[src/rtl/fifo_arb_pkg.sv]
// Shared types, constants and helpers for the FIFO write arbiter.
// Default sizing matches the standard fifo_top build (8-bit, 256 deep).
package fifo_arb_pkg;

    // Constant-foldable ceil(log2(v)); clog2(1) = 0.
    function automatic int clog2(input int v);
        int r;
        r = 0;
        for (int i = 0; i < 31; i++) begin
            if ((1 << i) < v) r = i + 1;
        end
        return r;
    endfunction

    function automatic int depth_of(input int depth_log);
        return 1 << depth_log;
    endfunction

    // Winner/pointer width; at least one bit even for a single producer.
    function automatic int ptr_w_of(input int num_req);
        int w;
        w = clog2(num_req);
        return (w < 1) ? 1 : w;
    endfunction

    localparam int DEF_WIDTH     = 8;
    localparam int DEF_DEPTH_LOG = 8;
    localparam int DEF_NUM_REQ   = 4;

    localparam int DEPTH = depth_of(DEF_DEPTH_LOG);
    localparam int PTR_W = ptr_w_of(DEF_NUM_REQ);

    typedef logic [DEF_DEPTH_LOG:0] credit_t;

endpackage

[src/rtl/fifo_rr_pick.sv]
// Combinational round-robin picker: lowest set request at or above rr_ptr,
// wrapping. Ports: req/rr_ptr/enable in; one-hot grant, winner, any_grant out.
module fifo_rr_pick #(
    parameter int NUM_REQ = 4,
    parameter int PTR_W   = 2
) (
    input  logic [NUM_REQ-1:0] req,
    input  logic [PTR_W-1:0]   rr_ptr,
    input  logic               enable,
    output logic [NUM_REQ-1:0] grant,
    output logic [PTR_W-1:0]   winner,
    output logic               any_grant
);

    localparam int IW = PTR_W + 1;

    logic [2*NUM_REQ-1:0] dbl;
    logic [2*NUM_REQ-1:0] masked;
    logic [IW-1:0]        idx;

    // The request vector is doubled and the lower copy masked below
    // rr_ptr; the lowest surviving bit is the wrapped round-robin winner.
    // The upper copy is unmasked, so any nonzero req always finds a bit.
    always_comb begin
        dbl    = {req, req};
        masked = '0;
        for (int i = 0; i < 2 * NUM_REQ; i++) begin
            masked[i] = dbl[i] && (i >= int'(rr_ptr));
        end

        idx = '0;
        for (int i = 2 * NUM_REQ - 1; i >= 0; i--) begin
            if (masked[i]) idx = IW'(i);
        end

        if (idx >= IW'(NUM_REQ)) begin
            winner = PTR_W'(idx - IW'(NUM_REQ));
        end else begin
            winner = idx[PTR_W-1:0];
        end

        any_grant = enable && (|req);

        grant = '0;
        if (any_grant) grant[winner] = 1'b1;
    end

endmodule

[src/rtl/fifo_write_arbiter.sv]
// Round-robin arbiter sharing one FIFO write port among NUM_REQ producers,
// credit-gated by a local free-slot count tracked from the FIFO read side.
// Ports: clk, rst_n; req_valid/req_data in, req_ack out (combinational);
// fifo_write_req/fifo_write_data out (registered); fifo_full, fifo_read_req,
// fifo_empty in (observed); credit_count out (free slots).
module fifo_write_arbiter
    import fifo_arb_pkg::*;
#(
    parameter int WIDTH     = 8,
    parameter int DEPTH_LOG = 8,
    parameter int NUM_REQ   = 4
) (
    input  logic                     clk,
    input  logic                     rst_n,
    input  logic [NUM_REQ-1:0]       req_valid,
    input  logic [NUM_REQ*WIDTH-1:0] req_data,
    output logic [NUM_REQ-1:0]       req_ack,
    output logic                     fifo_write_req,
    output logic [WIDTH-1:0]         fifo_write_data,
    input  logic                     fifo_full,
    input  logic                     fifo_read_req,
    input  logic                     fifo_empty,
    output logic [DEPTH_LOG:0]       credit_count
);

    localparam int CW    = DEPTH_LOG + 1;
    localparam int PW    = ptr_w_of(NUM_REQ);
    localparam int DSIZE = depth_of(DEPTH_LOG);

    localparam logic [CW-1:0] CREDIT_MAX = CW'(DSIZE);
    localparam logic [PW-1:0] LAST_IDX   = PW'(NUM_REQ - 1);

    logic [PW-1:0]      rr_ptr;
    logic [PW-1:0]      winner;
    logic [NUM_REQ-1:0] grant;
    logic               any_grant;
    logic               can_grant;
    logic               rd_fire;

    assign can_grant = (credit_count != '0) && !fifo_full;
    assign rd_fire   = fifo_read_req && !fifo_empty;

    fifo_rr_pick #(
        .NUM_REQ (NUM_REQ),
        .PTR_W   (PW)
    ) u_pick (
        .req       (req_valid),
        .rr_ptr    (rr_ptr),
        .enable    (can_grant),
        .grant     (grant),
        .winner    (winner),
        .any_grant (any_grant)
    );

    // The ack is forced low while reset is held so no producer
    // sees a handshake the register stage is about to discard.
    assign req_ack = rst_n ? grant : '0;

    always_ff @(posedge clk or negedge rst_n) begin
        if (!rst_n) begin
            fifo_write_req  <= 1'b0;
            fifo_write_data <= '0;
            rr_ptr          <= '0;
        end else begin
            fifo_write_req <= any_grant;
            if (any_grant) begin
                fifo_write_data <= req_data[int'(winner)*WIDTH +: WIDTH];
                rr_ptr          <= (winner == LAST_IDX) ? '0 : winner + 1'b1;
            end
        end
    end

    // Credit is debited at grant time, a cycle ahead of the physical
    // write, so a write still in the register stage is already counted.
    always_ff @(posedge clk or negedge rst_n) begin
        if (!rst_n) begin
            credit_count <= CREDIT_MAX;
        end else begin
            unique case ({any_grant, rd_fire})
                2'b10: credit_count <= credit_count - 1'b1;
                2'b01: begin
                    if (credit_count != CREDIT_MAX) begin
                        credit_count <= credit_count + 1'b1;
                    end
                end
                default: ;
            endcase
        end
    end

`ifndef SYNTHESIS
    always @(posedge clk) begin
        if (rst_n) begin
            assert (!(rd_fire && credit_count == CREDIT_MAX))
            else $error("arbiter: read fired with all credits free");
            assert (!(fifo_full && credit_count != '0))
            else $error("arbiter: fifo_full while credits remain");
        end
    end
`endif

endmodule
[config.mk]
export PLATFORM = sky130hd
export DESIGN_NAME = fifo_write_arbiter
export DESIGN_NICKNAME = d
export VERILOG_FILES = /design/src/rtl/fifo_arb_pkg.sv /design/src/rtl/fifo_rr_pick.sv /design/src/rtl/fifo_write_arbiter.sv
export SDC_FILE = /design/constraint.sdc
export NUM_CORES = 1
export LEC_CHECK = 0
export CORE_MARGIN = 1.5
export CORE_UTILIZATION = 45
export DETAILED_ROUTE_END_ITERATION = 7
export PLACE_DENSITY_LB_ADDON = 0.05
export SETUP_SLACK_MARGIN = 0.05
export SYNTH_ARGS = -nofsm -noshare
export SYNTH_HDL_FRONTEND = slang
export SYNTH_SLANG_ARGS = --single-unit
[constraint.sdc]
create_clock -name clk -period 5.42 [get_ports clk]
set_clock_uncertainty 0.2 [all_clocks]
set_input_delay 0.542 -clock clk [delete_from_list [all_inputs] [get_ports clk]]
set_output_delay 0.542 -clock clk [all_outputs]
set_load 0.005 [all_outputs]
# After elaboration in Yosys (flattened, before gate mapping)
# Cells that the tools add are included.
# word_totals
regBits	20
inputBits	41
output_inout_bits	22
wordCells	48
# classes
add_sub_neg	4
magnitude_cmp	6
eq_ne	5
shift	1
muxes	15
reduce_logical	13
# op_table
operator	count
indexed part select 32 x 6 -> 8 bit	1
two-way mux 3 bit	7
case mux 9 bit (2 select lines)	1
adder 9 x 1 -> 9 bit, second input constant	1
two-way mux 9 bit	1
!= test 9 bit, second input constant	1
nonzero test 9 bit	1
subtractor 9 x 1 -> 9 bit, second input constant	1
two-way mux 4 bit	2
logical AND 1 bit	7
== test 2 bit, second input constant	2
>= comparator 1 x 2 -> 1 bit, first input constant	2
two-way mux 2 bit	2
OR reduction 4 bit	1
>= comparator 3 bit, second input constant	1
less-than comparator 2 x 3 -> 1 bit, second input constant	1
adder 2 x 1 -> 2 bit, second input constant	1
demux 1 bit (select 2 bit)	1
== test 2 x 1 -> 1 bit, second input constant	1
>= comparator 2 x 1 -> 1 bit, second input constant	1
>= comparator 2 bit, first input constant	1
zero test 1 bit	2
!= test 2 bit, second input constant	1
AND reduction 2 bit	1
other kinds (3)	3

# Depth between registers and ports, before layout
# Gate-level depths: netlist of the first run.
# logic_depth
depth_word	15
ltp_mapped	11
ltp_nobuf	11

# Cells and area by module
# A second synthesis of the first run with hierarchy kept.
# unflattened
cells_unflattened	127
hier_area_um2	1501.4
# modules_own_cells
mod	n_inst	cells_per_inst	area_each_um2	seq_area_each_um2
fifo_write_arbiter	1	108	1367.6	501.7
fifo_rr_pick	1	19	133.9	0.0

# Worst setup path after synthesis of the first run
# No wires, ideal clock.
# synth_timing
kind	reg2reg
from	register credit_count[0]
to	register credit_count[8]
setup_time_ns	0.081
arrival_time_ns	2.675
t_required_ns	5.139
setup_slack_ns	2.463
stages_incl_launch_ff	11
path_buffers	0
synth_period_minus_slack_ns	2.957
path_cell_list	dfrtp_1 > nor4_1 > nand2_1 > o21ai_4 > nand2_1 > ha_1 > a211oi_1 > a21oi_1 > o21a_1 > o32a_1 > o211ai_1
# synth_between
elab_chain_len	6
elab_cells_between_ends	13
cone_classes	add/sub (2); eq/ne (4); mux (2); reduce/logical (5)
# synth_lines
element	line	rtl
start, declared	fifo_write_arbiter.sv:23	output logic [DEPTH_LOG:0] credit_count
start signal, assigned	fifo_write_arbiter.sv:80	2'b10: credit_count <= credit_count - 1'b1;
start signal, assigned	fifo_write_arbiter.sv:83	credit_count <= credit_count + 1'b1;
branches (longest 6 deep; another with adder 9 x 1 -> 9 bit)	-	
# Parallel ways; which one is timed is not known. The select of a mux whose other input is x is not followed.
# A chain may end at the register's enable or synchronous reset.

# Final worst setup path of the first run
# layout_timing
from	input req_valid[3]
to	output req_ack[2]
# layout_between
elab_chain_len	12
elab_cells_between_ends	16
cone_classes	add/sub (1); order compare (3); mux (9); reduce/logical (3)
# layout_lines
element	line	rtl
start, declared	fifo_write_arbiter.sv:15	input logic [NUM_REQ-1:0] req_valid,
two-way mux 3 bit (4 in a row)	fifo_rr_pick.sv:33	if (masked[i]) idx = IW'(i);
>= comparator 3 bit / subtractor 2 x 1 -> 2 bit (equally long branches)	fifo_rr_pick.sv:36, fifo_rr_pick.sv:37	
two-way mux 2 bit	fifo_rr_pick.sv:36	if (idx >= IW'(NUM_REQ)) begin
less-than comparator 2 x 3 -> 1 bit (not written as such) / >= comparator 2 x 1 -> 1 bit (equally long branches)	fifo_rr_pick.sv:45	if (any_grant) grant[winner] = 1'b1;
logical AND 1 bit (not written as such)	fifo_rr_pick.sv:45	
two-way mux 1 bit (not written as such)	fifo_rr_pick.sv:45	
demux 1 bit (select 2 bit)	-	
two-way mux 4 bit *	fifo_rr_pick.sv:45	
two-way mux 4 bit *	fifo_write_arbiter.sv:57	assign req_ack = rst_n ? grant : '0;
end, declared	fifo_write_arbiter.sv:17	output logic [NUM_REQ-1:0] req_ack,
# Every way passes the cells marked *; elsewhere a longest branch is shown, timed or not.

==> results.yml, run 1 <==
critical_path:
  cpMaxStageDelayCell: "clkdlybuf4s50_1"
  startpoint: "req_valid[3]"
  arrival_ns: 2.84
  crit_chain: "clkdlybuf4s50_1, mux2i_1, and2_1, nor3_2, inv_2, ha_1, and3_1, clkdlybuf4s50_1"
  crit_type: "primary input to output pin"
  r2r_cells: 10
  endpoint_kind: "output pin"
  endpoint: "req_ack[2]"
  cpPeakStageDelay_ns: 0.52
  worstPathRequired_ns: 4.68
  critical_path.most_common_cell: "clkdlybuf4s50_1"
  rr_startpoint: "credit_count[0]$_DFFE_PN0P_"
  crit_fanout: 17
  start_kind: "primary input"
  r2r-end: "credit_count[8]$_DFFE_PN1P_"
  ff2ff_setup_slack_ns: 2.00
timing:
  setup_tns_ns: 0
  worst_pin_slew_ns: 1.06
  max_freq_ghz: 0.279
  fin_crit_ns: 3.58
  fin_crit_sh_pct: 66.0
  hold_violations: 0
  slew_violations: 0
  rsz0062_at_grt: "no"
  setup_viol: 0
  slew_headroom_pct: 29.4
  hold_slack_ns: 0.368
clock_network:
  clkLatencyLatePin_ns: 0.31
  clkSinkCount: 20
  ctsHoldBuffers: 0
  clock_path_buffers: 2
  cts_setup_buffers: 0
  cts_buffers: 3
  cts_tree: "done"
  clkTransAtPathRegs_ns: 0.13
  h-tree-depth: 1
  post_cts_resized: 0
  cts-root-buf: "clkbuf_4"
pwr:
  power_density_nw_per_um2: 462
  power.leakage_nw: 0.967
  power_frac_comb_pct: 59.9
  switching_power_uw: 400
  seq_power_share_pct: 28.0
  vdd_drop_max_v: 0.000258
  clkPwrFrac_pct: 12.0
  power_mw: 1.04
  internal_power_uw: 644
  p_sw_share_pct: 38.3
grt:
  grt_antenna_before_repair: 0
  grt.overflow.total: 0
  grt_max_degree: 25
  grt_usage_pct: 22.3
  grt_pass1_wl_um: 6340
  grt_pass1_vias: 1499
logic_synthesis:
  synth_warnings: 0
  syn_area_sq_um: 1540
  syn_inst: 154
  ys_seq_area_share_pct: 32.5
  async_flop_share_pct: 100
  avgSynthCellArea_sq_um: 10.0
  synth_edf_count: 0
  synth_cell_types: 40
  synth_top_flop_cell: "dfrtp_1"
  synth_nets: 209
  synth-seq-cells: 20
placed_design:
  gp_congestion: 0.773
  io_buffers: 62
  hpwlAfterDp_um: 3160
floorplanning:
  core-area_sq_um: 3310
  initial_core_util_pct: 46.6
  rows: 21
  die_area_sq_um: 3790
  die_x_um: 61.5
  ios: 63
  dieHeight_um: 61.5
final_layout:
  final_nets: 274
  syn2layout_area_growth_pct: 46.6
  diodes: 0
  drive_above_1_share_pct: 7.80
route:
  first_iter_violations: 63
  drc: 0
  vias: 1485
  wl_per_cell_um: 15.2
  first_pass_iters: 6
  vias_per_cell: 5.63
  ant_nets: 0
  wl_um: 4010
status:
  status: "complete, no violations"
min_path:
  min_path_cells: 1
  min_path_type: "register to register"
flow_run:
  maxCapViolCount: 0
## kinds of logic (layout without fill, tap and decap cells)
logic type               count (synthesis)  count (layout)  share of synthesized area (%)
AND/OR/NAND/NOR                         47              47                           15.6
AO/OA/AOI/OAI                           33              33                           16.2
multiplexers                            26              26                           18.2
flip-flops                              20              20                           32.5
adder cells (fa/ha/maj)                 14              14                           11.9
buffers and inverters                    8              72                           2.27
XOR/XNOR                                 6               6                           3.41
## cells in the mapped netlist, types with 3 or more instances
| cell type | instances | share of area (%) |
|---|---|---|
| inv_1 | 4 | 0.97 |
| dfrtp_1 | 19 | 31 |
| mux2_2 | 6 | 4.4 |
| and3_1 | 4 | 1.6 |
| o21ai_0 | 4 | 1.3 |
| a21oi_1 | 6 | 1.9 |
| xnor2_1 | 4 | 2.3 |
| a221oi_1 | 7 | 4.0 |
| nor2_1 | 15 | 3.7 |
| nand2_1 | 9 | 2.2 |
| ha_1 | 13 | 11 |
| a211oi_1 | 3 | 1.5 |
| mux2i_1 | 19 | 12 |
| nand2b_1 | 4 | 1.6 |
## placed cells by master, fill, tap and decap left out, drive strengths merged, types with 2 or more instances in the layout
| master | Yosys | routed |
|---|---|---|
| o31ai | 2 | 2 |
| a21oi | 6 | 6 |
| xnor2 | 4 | 4 |
| a221oi | 7 | 7 |
| inv | 6 | 6 |
| nand2b | 4 | 4 |
| nor2 | 15 | 15 |
| clkdlybuf4s50 | 0 | 62 |
| dfrtp | 19 | 19 |
| nor4 | 2 | 2 |
| mux2i | 20 | 20 |
| mux2 | 6 | 6 |
| and2 | 2 | 2 |
| o221ai | 2 | 2 |
| a211oi | 3 | 3 |
| xor2 | 2 | 2 |
| nand2 | 9 | 9 |
| and3 | 4 | 4 |
| clkbuf | 0 | 3 |
| o21a | 2 | 2 |
| o21ai | 5 | 5 |
| ha | 13 | 13 |
| nor2b | 2 | 2 |
| or3 | 2 | 2 |
| nand3 | 2 | 2 |
| o211ai | 2 | 2 |
## power by group through the flow
stage / combinational (mW) / sequential (mW) / clock, mW
floorplan: 0.384 / 0.285 / 0
global placement: 0.600 / 0.288 / 0
detailed placement: 0.624 / 0.294 / 0
CTS: 0.631 / 0.292 / 0.128
global route: 0.684 / 0.304 / 0.136
finish: 0.626 / 0.292 / 0.126
## worst max-delay path, delay by kind of cell
kind                       cells  cell delay (ns)
muxes                          1             0.08
buffers and inverters          3             1.24
adders and majority gates      1             0.29
and+or+nand+nor                3             0.69
## layout make-up
type / instances / area (sq um)
Clock buffer: 3 / 22.5
Clock inverter: 1 / 30.0
Fill cell: 295 / 1050
Inverter: 6 / 22.5
Multi-Input combinational cell: 126 / 1000
Sequential cell: 20 / 502
Tap cell: 46 / 57.6
Timing Repair Buffer: 62 / 621
## sequential cells by signal, summed over array words and instances (netlist names)
name             cells
credit_count         9
fifo_write_data      8
fifo_write_req       1
rr_ptr               2
## routing by layer
layer / share of wire (%) / track usage (%)
met5: 0 / 0
met4: 0.35 / 4.56
met3: 5.7 / 3.99
met2: 53 / 42.1
met1: 41 / 26.2
## metrics by stage
| stage | utilization (%) | area (sq um) | worst slack (ns) | std cells |
|---|---|---|---|---|
| after detailed placement | 66.7 | 2210 | 1.64 | 260 |
| after CTS | 68.3 | 2260 | 1.83 | 264 |
| after global placement | 66.7 | 2210 | 1.76 | 260 |
| final | 68.3 | 2260 | 1.84 | 264 |
| after floorplan | - | 1540 | 2.46 | 154 |
| after global routing | 68.3 | 2260 | 1.71 | 264 |
## how the worst min path moves through the flow
stage	endpoint	startpoint	slack [ns]
floorplan	credit_count[0]$_DFFE_PN0P_	rst_n	0.05
global placement	rr_ptr[0]$_DFFE_PN0N_	rr_ptr[0]$_DFFE_PN0N_	0.33
detailed placement	credit_count[0]$_DFFE_PN0P_	credit_count[0]$_DFFE_PN0P_	0.35
CTS	credit_count[0]$_DFFE_PN0P_	credit_count[0]$_DFFE_PN0P_	0.37
global route	credit_count[0]$_DFFE_PN0P_	credit_count[0]$_DFFE_PN0P_	0.40
finish	credit_count[0]$_DFFE_PN0P_	credit_count[0]$_DFFE_PN0P_	0.37
Power figures use the tool's default switching activity.
==> run 2: changes to the inputs <==
--- a/config.mk
+++ b/config.mk
@@ -6,7 +6,7 @@
 export NUM_CORES = 1
 export LEC_CHECK = 0
 export CORE_MARGIN = 1.5
-export CORE_UTILIZATION = 45
+export CORE_UTILIZATION = 39
 export DETAILED_ROUTE_END_ITERATION = 7
 export PLACE_DENSITY_LB_ADDON = 0.05
 export SETUP_SLACK_MARGIN = 0.05
==> constraint.sdc (replaced) <==
create_clock -name clk -period 3.2 [get_ports clk]
set_clock_uncertainty 0.2 [all_clocks]
set_input_delay 0.32 -clock clk [delete_from_list [all_inputs] [get_ports clk]]
set_output_delay 0.32 -clock clk [all_outputs]
set_load 0.005 [all_outputs]
==> run 2 against run 1 <==
Net effect: critical path depth up 3; via count down 0.40%; global-route usage down 2.4 points; largest power group unchanged; core utilization down 2.8 points; final area up 7.7%.
==> results.yml, run 2 (synthesis results as in run 1) <==
status:
  status: "complete, no violations"
critical_path:
  critPathTopFamily: "simple AND/OR/NAND/NOR gates"
  crit_fanout: 7
  endpoint_kind: "register"
  crit_chain: "nor4_2, buf_4, nand2_1, o21ai_4, nand2_4, ha_1, or2_2, or3_1, mux2i_1, nor2_1, mux2_2"
  crit_type: "register to register"
  cp.buffers_inverters: 1
  worstPathRequired_ns: 3.15
  cpPeakStageDelay_ns: 0.44
  arrival_ns: 2.92
  cpMaxStageDelayCell: "dfrtp_2"
  start_kind: "register"
placed_design:
  io_buffers: 62
  gp_congestion: 0.785
  dpl_cell_area_sq_um: 2330
  hpwlAfterDp_um: 3250
  dp_worst_setup_slack_ns: -0.0533
pwr:
  internal_power_mw: 1.21
  seq_power_share_pct: 24.9
  switching_power_uw: 712
  power_density_nw_per_um2: 789
  power_mw: 1.92
  clkPwrFrac_pct: 13.3
  p_sw_share_pct: 37.1
  power.leakage_nw: 1.06
  vdd_drop_max_v: 0.000454
  power_frac_comb_pct: 61.8
timing:
  worst_pin_slew_ns: 0.579
  setup_viol: 0
  slew_headroom_pct: 61.3
  max_freq_ghz: 0.337
  slew_violations: 0
  rsz0062_at_grt: "no"
  finalWorstSetupSlack_ns: 0.235
  hold_slack_ns: 0.286
  fin_crit_ns: 2.96
  hold_violations: 0
  fin_crit_sh_pct: 92.6
final_layout:
  largest_reg_flops: 9
  syn2layout_area_growth_pct: 57.9
  final_area_sq_um: 2430
  utilization_pct: 65.5
  final_nets: 290
  drive_above_1_share_pct: 17.1
  largestRegisters: "credit_count (9), fifo_write_data (8), rr_ptr (2)"
  layout_commonest_cell: "clkdlybuf4s50_1"
  top_register: "credit_count"
  diodes: 0
  final_cell_mix: "62 x clkdlybuf4s50_1, 19 x mux2i_1, 18 x dfrtp_1"
route:
  drc: 0
  first_pass_iters: 4
  vias_per_cell: 5.24
  first_iter_violations: 55
  ant_nets: 0
  wl_um: 4090
  wl_per_cell_um: 14.5
  vias: 1479
floorplanning:
  dieHeight_um: 65.9
  die_x_um: 65.9
  rows: 22
  core-area_sq_um: 3720
  initial_core_util_pct: 41.5
  ios: 63
  die_area_sq_um: 4340
clock_network:
  clkTransAtPathRegs_ns: 0.08
  h-tree-depth: 1
  cts-root-buf: "clkbuf_8"
  cts_tree: "done"
  clkSinkCount: 20
  clkLatencyLatePin_ns: 0.26
  cts_setup_buffers: 0
  cts_buffers: 3
  clock_path_buffers: 2
grt:
  grt_pass1_wl_um: 6690
  grt_usage_pct: 20.0
  grt.overflow.total: 0
  grt_max_degree: 21
  grt_pass1_vias: 1522
  grt_antenna_before_repair: 0
min_path:
  min_path_type: "primary input to asynchronous set/reset pin"
flow_run:
  maxCapViolCount: 0
==> run 2: layer usage <==
metal,track usage [%],share of wire [%],wire (um)
met5,0,0,0
met4,4.43,0.86,35
met3,3.24,4.2,172
met2,36.0,50,2060
met1,24.9,45,1820
==> run 2: repair_timing <==
item	in CTS	in global routing
hold buffers	0	0
endpoints found under the setup margin	0	4
gates resized for setup	0	9
==> run 2: final cells by class <==
type	instances	area (sq um)
flip-flops and latches	20	503
clock inverters	1	30.0
multi-input cells	126	1040
fillers	326	1280
well taps	48	60.1
repair buffers	78	741
clock buffers	3	41.3
inverters	6	22.5
==> run 2: path summary, 6_finish.rpt <==
check | end | startpoint | slack (ns) | cells after the start
max in group asynchronous | credit_count[8]$_DFFE_PN1P_ | rst_n | 2.24 | 2
min reg2reg | rr_ptr[0]$_DFFE_PN0N_ | rr_ptr[0]$_DFFE_PN0N_ | 0.36 | 2
max | credit_count[7]$_DFFE_PN0P_ | credit_count[1]$_DFFE_PN0P_ | 0.24 | 11
min in group clk | rr_ptr[0]$_DFFE_PN0N_ | rr_ptr[0]$_DFFE_PN0N_ | 0.36 | 2
max reg2reg | credit_count[7]$_DFFE_PN0P_ | credit_count[1]$_DFFE_PN0P_ | 0.24 | 11
min | rr_ptr[0]$_DFFE_PN0N_ | rst_n | 0.29 | 2
==> run 2: power groups by stage <==
stage	clock (mW)	sequential (mW)	combinational, mW
after global routing	0.275	0.499	1.32
after floorplan	0	0.482	0.650
after detailed placement	0	0.476	1.15
after global placement	0	0.471	1.12
final	0.255	0.479	1.19
after CTS	0.264	0.473	1.15
==> run 2: metrics by stage <==
step,cells,TNS [ns]
detailed placement,278,-0.103
floorplan,154,0
global route,282,0
CTS,282,0
global placement,278,0
finish,282,0
==> RTL change, RTL diff (settings of run 2) <==
`NUM_REQ` is set to 4 in 2 places; all go to 5.
--- a/src/rtl/fifo_rr_pick.sv
+++ b/src/rtl/fifo_rr_pick.sv
@@ -2,5 +2,5 @@
 // wrapping. Ports: req/rr_ptr/enable in; one-hot grant, winner, any_grant out.
 module fifo_rr_pick #(
-    parameter int NUM_REQ = 4,
+    parameter int NUM_REQ = 5,
     parameter int PTR_W   = 2
 ) (
--- a/src/rtl/fifo_write_arbiter.sv
+++ b/src/rtl/fifo_write_arbiter.sv
@@ -9,5 +9,5 @@
     parameter int WIDTH     = 8,
     parameter int DEPTH_LOG = 8,
-    parameter int NUM_REQ   = 4
+    parameter int NUM_REQ   = 5
 ) (
     input  logic                     clk,
Interface: changed (resized req_ack, req_data and req_valid); port bits go from 63 to 73. No check against the original RTL was run, so the function may have changed too.
==> RTL change against run 2 <==
The flow now finishes with violations (setup timing); setup slack lost 470 ps; synthesized area increased by 35%; power rose by 86%; synthesized cell count increased by 65%; sequential share of layout area shrank 7.0 points; design area grew 60%; critical endpoint is now req_ack[4]; wire length grew 75%; sequential cell count is 1 higher.
==> RTL change: results (changes against run 2) <==
* Syn_area_per_cell at 8.192 um^2 (was 10.01 um^2)
* Met2 wire length at 3548 um (was 2059 um)
* Vias/cell at 5.365 (was 5.245)
* WL met3 at 304 um (was 172 um)
* Largest net degree at the start of global routing at 22 (was 21)
* Failing checks: setup timing
* Grt met1 use at 32.44% (was 24.87%)
* Yosys cell types at 55 (was 40)
* GR Util met3 at 2.036% (was 3.237%)
* Post-DP HPWL at 4902 um (was 3249 um)
* Post-place setup slack at -787.3 ps (was -53.26 ps)
* Htree depth at 1 (unchanged)
* Met2 global-route usage at 41.80% (was 35.98%)
* Combinational power at 2.84 mW (was 1.19 mW)
* CP Max Fanout at 8 (was 7)
* Layout cell share with drive strength beyond 1 at 41.09% (was 17.09%)
* Worst relative slew slack at 50.01% (was 61.25%)
* Routed WL at 7178 um (was 4091 um)
* Postcts setup bufs at 15 (was 0)
* Clock share of power at 5.1% (was 13.3%)
* Most frequent cells after synthesis: nand2_1, o21ai_0, a21oi_1 (was dfrtp_1, mux2i_1, nor2_1)
* Number of port buffers at 72 (was 62)
* Post-layout nets at 465 (was 290)
* Cells after DPL at 444 (was 278)
* Placer Congestion at 0.8566 (was 0.7846)
* Setup total negative slack at -1002 ps (was 0 ps)
* # setup viols final at 9 (was 0)
* Placed cell area at 3378 um^2 (was 2330 um^2)
* Mapped Nets at 314 (was 209)
* DRT met1 WL at 3256 um (was 1823 um)
* Finished Layout Cells at 474 (was 282)
* Fin worst setup slack at -233.9 ps (was 235.3 ps)
* P_int at 2.068 mW (was 1.208 mW)
* Psw at 1.511 mW (was 0.7125 mW)
* Status: complete, but fails checks (was finished clean)
* First-pass GRT wire length at 11470 um (was 6686 um)
* Dominant cells by area after synthesis: dfrtp_1, o21ai_0, ha_1 (was dfrtp_1, mux2i_1, ha_1)
* Starting DRT DRC Count at 102 (was 55)
* Peak supply drop at 555.6 uV (was 454.4 uV)
* Worst Path Arrival at 2910 ps (was 2920 ps)
* Sequential share of the synthesized area at 25.32% (was 32.55%)
* Leak at 1.646 nW (was 1.060 nW)
* Total global-route track usage at 23.87% (was 19.99%)
* Resized cells post-CTS at 50 (was 0)
## RTL change: cell count changes in the layout (fill, tap and decap cells not counted), sizes merged, moves of 13 or more
cell and change:
buf +77, nand3 +13, o21ai +21, nand2 +15
mux2i -15, a21oi +16
## RTL change: logic make-up (layout without fill, tap and decap cells)
kind of cell | count (synthesis) | in the layout | share of synthesized area [%]
AO/OA/AOI/OAI | 91 | 91 | 31.69
XOR/XNOR | 11 | 11 | 4.630
adder cells (fa/ha/maj) | 10 | 10 | 6.374
buffers and inverters | 20 | 170 | 4.630
flip-flops | 21 | 21 | 25.32
multiplexers | 8 | 8 | 4.390
AND/OR/NAND/NOR | 93 | 93 | 22.97
## RTL change: worst paths after layout
path                                 start            endpoint  slack, ps  cells after the start
max                              rr_ptr[1]          req_ack[4]       -230                     13
min                                  rst_n     credit_count[4]        270                      2
max reg2reg                      rr_ptr[1]  fifo_write_data[6]       -120                     15
min reg2reg                credit_count[8]     credit_count[8]        390                      2
max in group asynchronous            rst_n     credit_count[8]       2240                      2
min in group clk           credit_count[8]     credit_count[8]        390                      2
## RTL change: final cells by class
class | instances | area (um^2)
Tap cell | 70 | 87.58
Multi-Input combinational cell | 213 | 1809
Clock buffer | 3 | 41.29
Inverter | 6 | 25.02
Sequential cell | 21 | 533.0
Fill cell | 397 | 1239
Clock inverter | 1 | 5.005
Timing Repair Buffer | 160 | 1400
## RTL change: critical path, cell delays in order, from the launching register on
cell and delay [ps]:
dfrtp_2 490, nand2b_4 190, a31oi_4 170, a211oi_4 90, nor2_8 150, inv_2 50, ha_4 160, nand2b_4 80
inv_4 40, mux2_4 270, or3_4 370, mux2_4 280, nor3_2 150, buf_2 140
